===== config.mk =====
export PLATFORM = sky130hd
export DESIGN_NAME = if_stage_pc_pipe
export DESIGN_NICKNAME = d
export VERILOG_FILES = /design/src/rtl/if_stage_pc_pipe.sv
export SDC_FILE = /design/constraint.sdc
export NUM_CORES = 1
export LEC_CHECK = 0
export ABC_CLOCK_PERIOD_IN_PS = 8600
export CORE_AREA = 2 2 123 125
export CTS_CLUSTER_DIAMETER = 120
export DETAILED_ROUTE_END_ITERATION = 10
export DIE_AREA = 0 0 125 127
export PLACE_DENSITY = 0.85
export SYNTH_ARGS = -nofsm -noshare
export SYNTH_HDL_FRONTEND = slang
export SYNTH_SLANG_ARGS = --single-unit

===== constraint.sdc =====
create_clock -name clk -period 8.6 [get_ports clk]
set_clock_uncertainty 0.1 [all_clocks]
set_input_delay 0.86 -clock clk [delete_from_list [all_inputs] [get_ports clk]]
set_output_delay 0.86 -clock clk [all_outputs]
set_load 0.02 [all_outputs]

===== src/rtl/if_stage_pc_pipe.sv =====
// if_stage_pc_pipe: fetch-stage state of a 5-stage RV32 pipeline.
// Holds the PC register and the IF/ID pipeline register. The PC advances to
// pc_next unless stalled. The IF/ID register captures instruction, PC and PC+4.
// For IF/ID the priority is flush, then stall, then load.
// Optional feature macro: PERF_CNT_EN adds saturating stall/flush counters.
module if_stage_pc_pipe #(
    parameter int               WIDTH     = 32,
    parameter logic [WIDTH-1:0] RESET_PC  = '0,
    parameter logic [31:0]      NOP_INSTR = 32'h0000_0013
) (
    input  logic             clk,
    input  logic             reset,
    input  logic [WIDTH-1:0] pc_next,
    input  logic             stall_f,
    input  logic             stall_d,
    input  logic             flush_d,
    input  logic [31:0]      instr_f,
    output logic [WIDTH-1:0] pc_f,
    output logic [WIDTH-1:0] pc_plus4_f,
    output logic [31:0]      instr_d,
    output logic [WIDTH-1:0] pc_d,
    output logic [WIDTH-1:0] pc_plus4_d,
    output logic             valid_d
`ifdef PERF_CNT_EN
    ,
    output logic [31:0]      stall_cnt,
    output logic [31:0]      flush_cnt
`endif
);

    localparam logic [WIDTH-1:0] PC_STEP = WIDTH'(4);

    logic [WIDTH-1:0] pc_f_q, pc_f_d;
    logic [31:0]      instr_d_q, instr_d_d;
    logic [WIDTH-1:0] pc_d_q, pc_d_d;
    logic [WIDTH-1:0] pc_plus4_d_q, pc_plus4_d_d;
    logic             valid_d_q, valid_d_d;

    // Sequential PC; wrap-around past the top of the address space is silent.
    assign pc_plus4_f = pc_f_q + PC_STEP;

    // Next-PC select: hold when the fetch stage is stalled.
    always_comb begin
        pc_f_d = pc_f_q;
        if (!stall_f) begin
            pc_f_d = pc_next;
        end
    end

    // IF/ID next-state: a flush wins over a stall, and a stall wins over a load.
    always_comb begin
        instr_d_d    = instr_d_q;
        pc_d_d       = pc_d_q;
        pc_plus4_d_d = pc_plus4_d_q;
        valid_d_d    = valid_d_q;
        if (flush_d) begin
            instr_d_d    = NOP_INSTR;
            pc_d_d       = '0;
            pc_plus4_d_d = '0;
            valid_d_d    = 1'b0;
        end else if (!stall_d) begin
            instr_d_d    = instr_f;
            pc_d_d       = pc_f_q;
            pc_plus4_d_d = pc_plus4_f;
            valid_d_d    = 1'b1;
        end
    end

    // PC and IF/ID registers; reset immediately loads a bubble and RESET_PC.
    always_ff @(posedge clk or posedge reset) begin
        if (reset) begin
            pc_f_q       <= RESET_PC;
            instr_d_q    <= NOP_INSTR;
            pc_d_q       <= '0;
            pc_plus4_d_q <= '0;
            valid_d_q    <= 1'b0;
        end else begin
            pc_f_q       <= pc_f_d;
            instr_d_q    <= instr_d_d;
            pc_d_q       <= pc_d_d;
            pc_plus4_d_q <= pc_plus4_d_d;
            valid_d_q    <= valid_d_d;
        end
    end

    assign pc_f       = pc_f_q;
    assign instr_d    = instr_d_q;
    assign pc_d       = pc_d_q;
    assign pc_plus4_d = pc_plus4_d_q;
    assign valid_d    = valid_d_q;

`ifdef PERF_CNT_EN
    logic [31:0] stall_cnt_q, stall_cnt_d;
    logic [31:0] flush_cnt_q, flush_cnt_d;

    // Counter increments. A flush takes precedence, so a flushed cycle does
    // not count as a stall. Both counters stick at all-ones.
    always_comb begin
        stall_cnt_d = stall_cnt_q;
        flush_cnt_d = flush_cnt_q;
        if (stall_d && !flush_d && (stall_cnt_q != 32'hFFFF_FFFF)) begin
            stall_cnt_d = stall_cnt_q + 32'd1;
        end
        if (flush_d && (flush_cnt_q != 32'hFFFF_FFFF)) begin
            flush_cnt_d = flush_cnt_q + 32'd1;
        end
    end

    // Counter registers.
    always_ff @(posedge clk or posedge reset) begin
        if (reset) begin
            stall_cnt_q <= '0;
            flush_cnt_q <= '0;
        end else begin
            stall_cnt_q <= stall_cnt_d;
            flush_cnt_q <= flush_cnt_d;
        end
    end

    assign stall_cnt = stall_cnt_q;
    assign flush_cnt = flush_cnt_q;
`else
    // Performance counters not built in this configuration.
`endif

endmodule

==> impl_metrics.ini, run 1 <==
[drt]
drt_first_iter_violations = 231
viasPerCell = 5.22
vias = 4733
drtAntennaViolNets = 0
totalWireLength_mm = 16.9
drc = 0
drtPass1Iterations = 4
wl_per_cell_um = 18.7

[layout]
syn_to_final_growth_pct = 51.4
fin_nets = 780
drive_gt1_share_pct = 10.5
multiInputGateArea_um2 = 2320
final_cells = 907
seq_area_um2 = 3180
fillerInstances = 1157
antenna_cells = 0

[placement]
dp.cells = 875
gp_congestion = 0.832
io_buffers = 229
place_hpwl_mm = 11.7

[grt]
antenna_found_initial = 0
grt.total_usage_pct = 21.5
grt.overflow.total = 0
grt_pass1_wl_mm = 26.9
grt_pass1_vias = 4938
grt_max_degree = 83

[sta]
max_freq_mhz = 237
fin_crit_sh_pct = 49.1
drv_slew = 0
setup_viol = 0
tightest_slew_ns = 1.16
rsz0062_at_grt = false
finalHoldViolCount = 0
max_slew_margin_pct = 22.9
finalCriticalPeriod_ns = 4.22
finalSetupTns_ns = 0

[setup_path]
slowest_delay_ns = 0.62
rr_worst_depth = 5
cp-endpoint = pc_plus4_f[18]
crit_path_start_kind = register
cp_data_arrival_time_ns = 3.26
r2r-end = pc_plus4_d[18]
required_ns = 7.64
path_cells = ha_1 > nand3_1 > nor4_1 > a31oi_1 > or2_2 > clkdlybuf4s50_1
endpoint_kind = output port
regToRegSetupSlack_ns = 6.04
critPathKind = reg2out
cpMaxStageDelayCell = nor4_1
critPathLaunch = pc_f[2]
timing.rr.start = pc_f[2]
cp_max_fo = 11

[logic_synthesis]
yosysWarnings = 0
synth_cell_types = 42
synth_fp_nets = 567
synth_top_area_share_pct = 54.4
synth_area_leader_cell = dfrtp_1
netlist_top_cells_area = dfrtp_1 (54%), mux2i_1 (11%), mux2_2 (6.3%)
netlist_instances = 497
yosys-top-cells-count = dfrtp_1 (124), nor2_1 (75), mux2i_1 (64), mux2_2 (32), nand2_1 (28)
ys.flop_type = dfrtp_1
synth_edf_count = 0
yosysMostFrequentCell = dfrtp_1
seq_area_frac_synth_pct = 55.8
netlist_area_um2 = 5700
ys_ff_latch = 127
async_reset_ff_share_pct = 100
syn_area_per_cell_um2 = 11.5

[clock_tree]
post_cts_buffers = 0
cts_tree = done
htreeDepth = 4
cts-buffers-inserted = 17
root_buffer = clkbuf_16
cts_buffer_depth = 2
cts-resized-gates = 0
clkSlewWorstSetupHoldPaths_ns = 0.06
cts_hold_buffers = 0
cts_sinks = 127
clk_latency_ns = 0.41

[floorplanning]
start_util_pct = 39.5
die-area_um2 = 15900
die_h_um = 127
core_um2 = 14400
io_pins = 230
die_width_um = 125
fp-row-count = 44

[job]
max-cap-violations = 0

[power]
p_leak_nw = 3.79
powerDensity_nw_per_um2 = 204
vdd_drop_max_mv = 0.188

[hold_path]
hold_path_startpoint = valid_d
min_path_type = reg2reg

[status]
status = finished, final reports clean
## worst min path at each step
| stage | endpoint | slack [ns] | cells past startpoint |
|---|---|---|---|
| floorplan | instr_d[0] | 0.48 | 2 |
| global placement | valid_d | 0.37 | 1 |
| detailed placement | valid_d | 0.38 | 1 |
| CTS | valid_d | 0.40 | 1 |
| global route | valid_d | 0.44 | 1 |
| finish | valid_d | 0.40 | 1 |
## stage by stage
stage	setup WS, ns	hold slack (ns)	total power [mW]	utilization [%]	instance area [um2]
5_1_grt	4.09	0.436	1.83	59.9	8630
3_3_place_gp	4.97	0.370	1.08	55.9	8070
3_5_place_dp	4.88	0.380	1.09	55.9	8070
2_1_floorplan	4.26	0.477	0.887	-	5700
4_1_cts	4.40	0.404	1.78	59.9	8630
6_report	4.38	0.402	1.76	59.9	8630
## state kept, by name, summed over array words and instances (netlist names)
register	count
valid_d	1
pc_f	32
instr_d	32
pc_d	32
pc_plus4_d	30
## worst max-delay path: cells and delay by family (launching register included)
| family | cells | cell delay (ns) |
|---|---|---|
| fa+ha+maj | 1 | 0.26 |
| flops | 1 | 0.48 |
| compound gates | 1 | 0.20 |
| buf+inv | 1 | 0.54 |
| simple gates | 3 | 1.38 |
## cell families (layout without fill, tap and decap cells)
group	after synthesis	in the layout	share of synthesized area, %
and+or+nand+nor	162	162	14.0
DFF	127	127	55.8
xor gates and xnor gates	14	14	2.15
muxes	96	96	17.6
adders and majority gates	1	1	0.219
AOI/OAI and AO/OA	52	52	6.89
buffers and inverters	45	271	3.40
## layer usage
metal / part of all wire [%] / vias up / track usage (%)
met5: 0 / - / 0
met4: 1.7 / 0 / 6.60
met3: 9.4 / 26 / 8.21
met2: 49 / 236 / 36.0
met1: 40 / 2286 / 26.0
li1: - / 2185 / -
## cell type report
type                    count  area share, %
well taps                 184           2.67
flip-flops and latches    127           36.9
clock buffers              27           5.94
repair buffers            232           26.7
multi-input cells         325           26.9
clock inverters             5          0.609
inverters                   7          0.333
## cell usage in the layout (no fill, tap or decap), types with 7 or more instances in the layout
cell type	instances
xnor2_1	11
a311oi_1	11
mux2_2	32
nand2_1	28
clkbuf_16	17
mux2i_1	64
nand3_1	9
o21a_1	13
nor2_1	75
nand4_1	7
nand2b_1	7
clkdlybuf4s50_1	226
dfrtp_1	124
## power breakdown
| part | switching (mW) | internal, mW | total [mW] | leakage [nW] |
|---|---|---|---|---|
| clock | 0.248 | 0.435 | 0.683 | 0.277 |
| combinational | 0.195 | 0.187 | 0.382 | 1.89 |
| sequential | 0.0481 | 0.644 | 0.693 | 1.62 |
| total | 0.492 | 1.27 | 1.76 | 3.79 |
Power figures use the tool's default switching activity.
==> run 2: changes to the inputs <==
ABC_CLOCK_PERIOD_IN_PS = 4090   (was 8600)
clock period = 4.09 ns   (was 8.6 ns; I/O delays follow)
==> impl_metrics.ini, run 2 (same netlist as run 1, synthesis figures left out) <==
[status]
status = finished, final reports clean

[layout]
antenna_cells = 0
drive_gt1_share_pct = 10.8
syn_to_final_growth_pct = 51.5
fillerInstances = 1150
fin_util_pct = 59.9
mostFrequentLayoutCell = clkdlybuf4s50_1
final_cell_mix = clkdlybuf4s50_1 (226), dfrtp_1 (124), nor2_1 (75), mux2i_1 (64), mux2_2 (32)
fin_area_um2 = 8640
fin_nets = 783

[floorplanning]
fp-row-count = 44
die_width_um = 125
die-area_um2 = 15900
start_util_pct = 39.5
die_h_um = 127
io_pins = 230
core_um2 = 14400

[setup_path]
regToRegSetupSlack_ns = 1.62
critPathKind = reg2out
cp_data_arrival_time_ns = 3.09
cp_max_fo = 21
cp_top_family = simple AND/OR/NAND/NOR gates
crit_path_start_kind = register
path_cells = nand4_2 > or4_4 > or4_1 > nand2_1 > clkdlybuf4s50_1
slowest_delay_ns = 0.67
endpoint_kind = output port
critPathBufInv = 1
required_ns = 3.58
cpMaxStageDelayCell = or4_4

[clock_tree]
post_cts_buffers = 0
cts-resized-gates = 0
clk_latency_ns = 0.41
cts_sinks = 127
cts-buffers-inserted = 17
cts_buffer_depth = 2
cts_hold_buffers = 0
root_buffer = clkbuf_16
clkSlewWorstSetupHoldPaths_ns = 0.05
cts_tree = done
htreeDepth = 4

[placement]
place_area_um2 = 8100
io_buffers = 229
place_hpwl_mm = 11.9
gp_congestion = 0.813

[grt]
antenna_found_initial = 0
grt_pass1_wl_mm = 26.2
grt.total_usage_pct = 21.1
grt_max_degree = 78
grt_pass1_vias = 4867
grt.overflow.total = 0

[drt]
drc = 0
wl_per_cell_um = 18.5
totalWireLength_mm = 16.8
viasPerCell = 5.18
vias = 4712
drt_first_iter_violations = 162
drtPass1Iterations = 4
drtAntennaViolNets = 0

[hold_path]
min_path_type = in2async

[sta]
setup_viol = 0
drv_slew = 0
rsz0062_at_grt = false
finalHoldViolCount = 0
max_freq_mhz = 278
tightest_slew_ns = 1.17
fin_crit_sh_pct = 88.0
finalSetupTns_ns = 0
finalCriticalPeriod_ns = 3.60
max_slew_margin_pct = 21.9
holdWs_ns = 0.378

[power]
p_leak_nw = 3.79
vdd_drop_max_mv = 0.232
powerDensity_nw_per_um2 = 420

[job]
max-cap-violations = 0
-- run 2: worst paths after layout --
| check | from | end | cells past startpoint |
|---|---|---|---|
| worst min register to register | valid_d | valid_d | 1 |
| min in group clk | valid_d | valid_d | 1 |
| max in group asynchronous | reset | pc_plus4_d[15] | 3 |
| worst max-delay path | pc_f[7] | pc_plus4_f[31] | 5 |
| worst max register to register | pc_f[7] | pc_plus4_d[24] | 4 |
| worst min-delay path | reset | pc_f[1] | 2 |
-- run 2: per-stage QoR --
step	worst slack (ns)	total power, mW	instances
6_report	0.490	3.62	909
5_1_grt	0.333	3.78	909
4_1_cts	0.471	3.67	909
3_5_place_dp	0.942	2.29	878
3_3_place_gp	0.976	2.27	878
2_1_floorplan	0.202	1.87	497
-- run 2: power by group --
part | switching [mW] | total (mW) | leakage, nW | internal (mW)
Clock | 0.505 | 1.36 | 0.264 | 0.857
Combinational | 0.409 | 0.805 | 1.91 | 0.396
Sequential | 0.102 | 1.46 | 1.62 | 1.36
-- run 2: final cells by class --
type | instances | area (um2) | area share [%]
clock buffers | 24 | 472 | 5.46
well taps | 184 | 230 | 2.67
inverters | 7 | 28.8 | 0.333
clock inverters | 7 | 62.6 | 0.724
multi-input cells | 325 | 2320 | 26.9
flip-flops and latches | 127 | 3180 | 36.8
repair buffers | 235 | 2340 | 27.1
-- run 2: per-layer routing --
layer	GRT usage (%)	vias up	part of all wire (%)	wire length, um
li1	-	2178	-	-
met1	24.5	2322	40	6750
met2	36.5	188	50	8470
met3	7.16	24	7.6	1280
met4	7.39	0	1.8	304
met5	0	-	0	0
==> run 3: changes to the inputs <==
ABC_AREA = 0   (was default)
==> results of run 3 <==
The final DEF is identical to that of run 2; final timing and power are the same.
